==> src/rtl/relm_div_pkg.sv <==
// Shared types, constants and helpers for the relm_div_seq radix-4 divider.
// The optional signed mode is enabled with `define RELM_DIV_SIGNED_EN.
package relm_div_pkg;

   localparam int WD = 32;
   localparam logic [WD-1:0] DIV0_QUOTIENT = 32'hFFFF_FFFF;

   typedef enum logic [1:0] {
      IDLE,
      INIT,
      LOOP,
      DONE
   } state_t;

   // Keep only the most significant set bit of x. Zero input gives zero.
   function automatic logic [WD-1:0] lead_one_mask(input logic [WD-1:0] x);
      logic [WD-1:0] s;
      s = x;
      s = s | (s >> 1);
      s = s | (s >> 2);
      s = s | (s >> 4);
      s = s | (s >> 8);
      s = s | (s >> 16);
      return s ^ (s >> 1);
   endfunction

   // Bit index of a one-hot vector. A zero vector maps to index 0.
   function automatic logic [4:0] onehot_index(input logic [WD-1:0] oh);
      logic [4:0] idx;
      idx = '0;
      for (int i = 0; i < WD; i++) begin
         if (oh[i]) idx = idx | 5'(i);
      end
      return idx;
   endfunction

endpackage

==> src/rtl/relm_div_step.sv <==
// One radix-4 restoring step: retires up to two quotient bits, q and q>>1.
// Purely combinational; the sequencer registers every output.
module relm_div_step
   import relm_div_pkg::*;
(
   input  logic [WD-1:0] n,
   input  logic [WD-1:0] dq,
   input  logic [WD-1:0] q,
   output logic [WD-1:0] n_next,
   output logic [WD-1:0] q_bits,
   output logic          last
);

   logic [WD-1:0] dq_half;
   logic [WD-1:0] n_mid;
   logic          take_hi;
   logic          take_lo;

   always_comb begin
      dq_half = dq >> 1;
      take_hi = (dq <= n);
      n_mid   = take_hi ? n - dq : n;
      // When q[0] is set the divisor is unshifted, so there is no lower half-step.
      take_lo = !q[0] && (dq_half <= n_mid);
      n_next  = take_lo ? n_mid - dq_half : n_mid;
      q_bits  = (take_hi ? q : '0) | (take_lo ? (q >> 1) : '0);
      last    = |q[1:0];
   end

endmodule

==> src/rtl/relm_div_seq.sv <==
// Sequenced 32-bit divider, two quotient bits per LOOP cycle, valid/ready on both sides.
// Define RELM_DIV_SIGNED_EN to honour req_signed (truncating two's-complement division).
module relm_div_seq
   import relm_div_pkg::*;
(
   input  logic          clk,
   input  logic          rst_n,
   input  logic          req_valid,
   output logic          req_ready,
   input  logic [WD-1:0] req_n,
   input  logic [WD-1:0] req_d,
   input  logic          req_signed,
   output logic          rsp_valid,
   input  logic          rsp_ready,
   output logic [WD-1:0] rsp_q,
   output logic [WD-1:0] rsp_r,
   output logic          rsp_div0,
   output logic          busy
);

   state_t        state;
   state_t        state_nxt;

   logic [WD-1:0] n_work;
   logic [WD-1:0] d_reg;
   logic [WD-1:0] q_acc;
   logic [WD-1:0] q_bit;
   logic [WD-1:0] dq;
   logic          neg_q;
   logic          neg_r;

   logic [WD-1:0] res_q;
   logic [WD-1:0] res_r;
   logic          res_div0;

   logic          accept;
   logic          load_result;
   logic [4:0]    msb_n;
   logic [4:0]    msb_d;
   logic [4:0]    shamt;
   logic          is_div0;
   logic          trivial;

   logic [WD-1:0] step_n;
   logic [WD-1:0] step_q;
   logic          step_last;

   logic [WD-1:0] raw_q;
   logic [WD-1:0] raw_r;
   logic          raw_div0;
   logic [WD-1:0] fin_q;
   logic [WD-1:0] fin_r;

   relm_div_step u_step (
      .n      (n_work),
      .dq     (dq),
      .q      (q_bit),
      .n_next (step_n),
      .q_bits (step_q),
      .last   (step_last)
   );

   assign accept = req_valid && req_ready;

   always_comb begin
      msb_n   = onehot_index(lead_one_mask(n_work));
      msb_d   = onehot_index(lead_one_mask(d_reg));
      shamt   = msb_n - msb_d;
      is_div0 = (d_reg == '0);
      trivial = is_div0 || (n_work == '0) || (msb_n < msb_d);
   end

   // NOTE: every signal written in always_comb gets a default first, so no path leaves it unassigned and no latch is inferred.
   always_comb begin
      state_nxt   = state;
      load_result = 1'b0;
      case (state)
         IDLE: if (accept) state_nxt = INIT;
         INIT: begin
            if (trivial) begin
               state_nxt   = DONE;
               load_result = 1'b1;
            end else begin
               state_nxt = LOOP;
            end
         end
         LOOP: begin
            if (step_last) begin
               state_nxt   = DONE;
               load_result = 1'b1;
            end
         end
         DONE: if (rsp_ready) state_nxt = IDLE;
         default: state_nxt = IDLE;
      endcase
   end

   // Result as it will appear in DONE; INIT only ever loads the trivial cases.
   always_comb begin
      raw_q    = q_acc | step_q;
      raw_r    = step_n;
      raw_div0 = 1'b0;
      if (state == INIT) begin
         raw_q    = is_div0 ? DIV0_QUOTIENT : '0;
         raw_r    = n_work;
         raw_div0 = is_div0;
      end
      fin_q = (neg_q && !raw_div0) ? -raw_q : raw_q;
      fin_r = neg_r ? -raw_r : raw_r;
   end

   // NOTE: registered state uses non-blocking assignments so every flop samples pre-edge values.
   always_ff @(posedge clk) begin
      if (!rst_n) state <= IDLE;
      else        state <= state_nxt;
   end

   always_ff @(posedge clk) begin
      if (!rst_n) begin
         n_work   <= '0;
         d_reg    <= '0;
         q_acc    <= '0;
         q_bit    <= '0;
         dq       <= '0;
         neg_q    <= 1'b0;
         neg_r    <= 1'b0;
         res_q    <= '0;
         res_r    <= '0;
         res_div0 <= 1'b0;
      end else begin
         case (state)
            IDLE: begin
               if (accept) begin
                  q_acc <= '0;
`ifdef RELM_DIV_SIGNED_EN
                  n_work <= (req_signed && req_n[WD-1]) ? -req_n : req_n;
                  d_reg  <= (req_signed && req_d[WD-1]) ? -req_d : req_d;
                  neg_q  <= req_signed && (req_n[WD-1] ^ req_d[WD-1]);
                  neg_r  <= req_signed && req_n[WD-1];
`else
                  n_work <= req_n;
                  d_reg  <= req_d;
                  neg_q  <= 1'b0;
                  neg_r  <= 1'b0;
`endif
               end
            end
            INIT: begin
               q_bit <= WD'(1) << shamt;
               dq    <= d_reg << shamt;
            end
            LOOP: begin
               n_work <= step_n;
               q_acc  <= q_acc | step_q;
               q_bit  <= q_bit >> 2;
               dq     <= dq >> 2;
            end
            default: ;
         endcase
         if (load_result) begin
            res_q    <= fin_q;
            res_r    <= fin_r;
            res_div0 <= raw_div0;
         end
      end
   end

`ifndef RELM_DIV_SIGNED_EN
   logic unused_signed;
   assign unused_signed = req_signed;
`endif

   assign req_ready = (state == IDLE) && rst_n;
   assign rsp_valid = (state == DONE);
   assign busy      = (state != IDLE);
   assign rsp_q     = res_q;
   assign rsp_r     = res_r;
   assign rsp_div0  = res_div0;

endmodule

==> config.mk <==
export PLATFORM = sky130hd
export DESIGN_NAME = relm_div_seq
export DESIGN_NICKNAME = d
export VERILOG_FILES = /design/src/rtl/relm_div_pkg.sv /design/src/rtl/relm_div_step.sv /design/src/rtl/relm_div_seq.sv
export SDC_FILE = /design/constraint.sdc
export NUM_CORES = 1
export LEC_CHECK = 0
export CORE_MARGIN = 2
export CORE_UTILIZATION = 44
export DETAILED_ROUTE_END_ITERATION = 12
export DONT_BUFFER_PORTS = 1
export PLACE_DENSITY_LB_ADDON = 0.05
export RECOVER_POWER = 100
export SLEW_MARGIN = 5
export SYNTH_ARGS = -nofsm -noshare
export SYNTH_HDL_FRONTEND = slang
export SYNTH_HIERARCHICAL = 1
export SYNTH_SLANG_ARGS = --single-unit
==> constraint.sdc <==
create_clock -name clk -period 6.9 [get_ports clk]
set_input_delay 1.38 -clock clk [delete_from_list [all_inputs] [get_ports clk]]
set_output_delay 1.38 -clock clk [all_outputs]
set_load 0.03 [all_outputs]
==> results by group <==
Clock network
  • Hold Buf Count CTS: 0
  • CTS tree: done
  • Root Driver: clkbuf_16
  • Post-CTS sizing: 0
  • Clock latency on the worst-skew pair: ~600 ps
  • Clock-pin slew on the worst setup and hold paths: roughly 60 ps
  • Number of post-CTS setup repair buffers: 0
  • # H-tree levels: 1
  • Clk sinks: roughly 230
  • Clk buf depth: 3
  • TritonCTS buffer count: 28

Synthesis
  • Synth top area cells: dfxtp_1 (29%), mux2i_1 (6.3%), ha_1 (5.7%), nand2_1 (4.9%), a21oi_1 (4.8%)
  • Synth unique cells: 83
  • Primary FF master, synth: dfxtp_1
  • Synth Area in Compound Gates: 0.261
  • Post-synth top area cell: dfxtp_1
  • Yosys warns: 6
  • Largest family of logic cells by synthesized area: compound AO/OA/AOI/OAI gates
  • Post-synth EDFFs: 0
  • Post-Syn Area per Cell: 8.13 µm²
  • Top-area cell type share of the netlist area: 0.286
  • Syn Inst Count: ~2000
  • Synth Area in Adders: 0.0612
  • Post-Syn Area: 15900 µm²
  • Post-synthesis async set-or-reset flop share: 0
  • Flops & latches, synth: 227
  • Sequential share of the synthesized area: 0.286
  • Most frequent cell after synthesis: dfxtp_1
  • Xor-xnor portion of the synthesized cell area: 0.0308
  • Portion of netlist area occupied by mux cells: 0.131
  • Post-Syn Nets: around 2100
  • Synth top cells by count: dfxtp_1 (227), nand2_1 (206), nor2_1 (199)
  • Simple logic cell fraction of the synthesized area: 0.171

Floorplanning
  • Die height: ~190 µm
  • DIE WIDTH: 194 µm
  • Die area: 37700 µm²
  • Area of the core: approximately 36000 µm²
  • Starting Density: 0.447
  • Row count: slightly below 70
  • IO Pins: around 140

Placement
  • Dpl hpwl: ~39 mm
  • Placed cell count: about 2300
  • Final Wtd Congestion: a little over 0.9
  • Placed cell area: between 15000 and 20000 µm²
  • I/O Buffers: 0

Timing
  • Fin. max-slew vios: between 150 and 200
  • RSZ-0062 raised after global routing: false
  • Fin crit share: 0.941
  • Period minus WS final: between 6000 and 7000 ps
  • Slew margin rel.: -1.90
  • Fin. Hold Viols: 0
  • Final setup viols: 0
  • Max frequency: ~0.15 GHz
  • Setup TNS Final: 0 ps
  • Worst Tran Pin Value: 4350 ps
  • Clock Skews: 33.5 ps

Worst hold path
  • HP Class: flop to flop

Layout
  • Fill cell count: 3581
  • Design Area, Final: between 15000 and 20000 µm²
  • Area delta synth->final: 7.95%
  • N_diodes: 0
  • Final nets: 2034
  • Ratio of cells with drive above 1 in the final layout: 0.0900
  • Non-filler cells, final: approximately 2400

Global route
  • Met3 Use GR: 0.0461
  • Antenna violations before repair: 0
  • GR peak layer: met2
  • Global-route wire length before repair: approximately 81 mm
  • Global Route met1 Usage: 0.394
  • Largest net degree at the start of global routing: roughly 110
  • Gr usage total: 0.266
  • Vias in the first global route: 13700
  • Routing usage on met2: 0.406
  • Grt ovf: 0

Worst setup path
  • Setup CP Type: flop to flop
  • Worst Setup End Kind: flop
  • Critical Path Fanout Max: 48
  • Worst Setup Start Kind: flop
  • Worst path required time: between 7000 and 8000 ps
  • Critical Path AT: 6980 ps

Detailed routing
  • Wire per inst: around 22 µm
  • Overall routed net length: approximately 52 mm
  • Vias/cell: 6.23
  • DRT antenna net count: 0
  • Pre-Repair DR Iteration Count: 6
  • DRC: 0
  • Vias post-DR: between 10000 and 15000
  • Starting DRC count in detailed routing: 1553

Outcome
  • Status: finished with violations
  • Failing checks: capacitance limit, slew limit

Flow run
  • # Max-Cap Violations: 3
-- stage by stage --
stage / setup WS (ps) / utilization / hold WS (ps)
6_report: 409 / 0.483 / 496
5_1_grt: 53.1 / 0.483 / 517
4_1_cts: 255 / 0.484 / 500
3_5_place_dp: 270 / 0.457 / 483
3_3_place_gp: 319 / 0.457 / 478
2_1_floorplan: 1240 / - / 456
-- layout by cell type, fill, tap and decap left out, drive strengths merged, types with 48 or more instances in the layout --
master,Yosys,layout
o31ai,48,48
dfxtp,227,227
inv,94,94
nand3,53,53
nor2,199,199
o21ai,87,87
nand2,206,206
ha,73,73
a21oi,152,152
mux2,62,62
mux2i,100,100
-- area by class of cell --
cell class	count	area (µm²)	area share
Multi-Input combinational cell	1502	10500	0.610
Sequential cell	227	4540	0.265
Clock buffer	38	798	0.0465
Tap cell	461	577	0.0336
Inverter	94	354	0.0206
Timing Repair Buffer	36	260	0.0152
Clock inverter	14	163	0.00947
-- cell families (layout without fill, tap and decap cells) --
| group | count (synthesis) | after routing |
|---|---|---|
| DFF | 227 | 227 |
| AOI/OAI and AO/OA | 582 | 582 |
| muxes | 179 | 179 |
| and+or+nand+nor | 609 | 609 |
| buffers and inverters | 229 | 182 |
| adders and majority gates | 76 | 76 |
| xor gates and xnor gates | 56 | 56 |
-- worst max-delay path: stages (launching register included) --
cell and delay (ps):
dfxtp_1 380, or4_1 530, nor3_1 290, nor4_1 120, or4_1 540, nor4_1 460
ha_1 420, nor2_1 140, a21oi_1 90, a211o_1 380, a41o_1 260, a21boi_1 1530
clkbuf_4 960, mux2i_1 260
-- layer usage --
metal	routed length [µm]	share of wire
met4	843	0.016
met2	22600	0.44
met1	25200	0.49
met3	3260	0.063
met5	0	0
-- path summary, 6_finish.rpt --
kind,from,to,slack (ps),depth (start not counted)
max,d_reg[10],rsp_q[5],410,13
min,q_acc[3],q_acc[3],500,2
max reg2reg,d_reg[10],rsp_q[5],410,13
min reg2reg,q_acc[3],q_acc[3],500,2
Power is left out: the tool's default activity adds up to more than one toggle a clock period on the data nets, which glitch-free logic cannot reach.
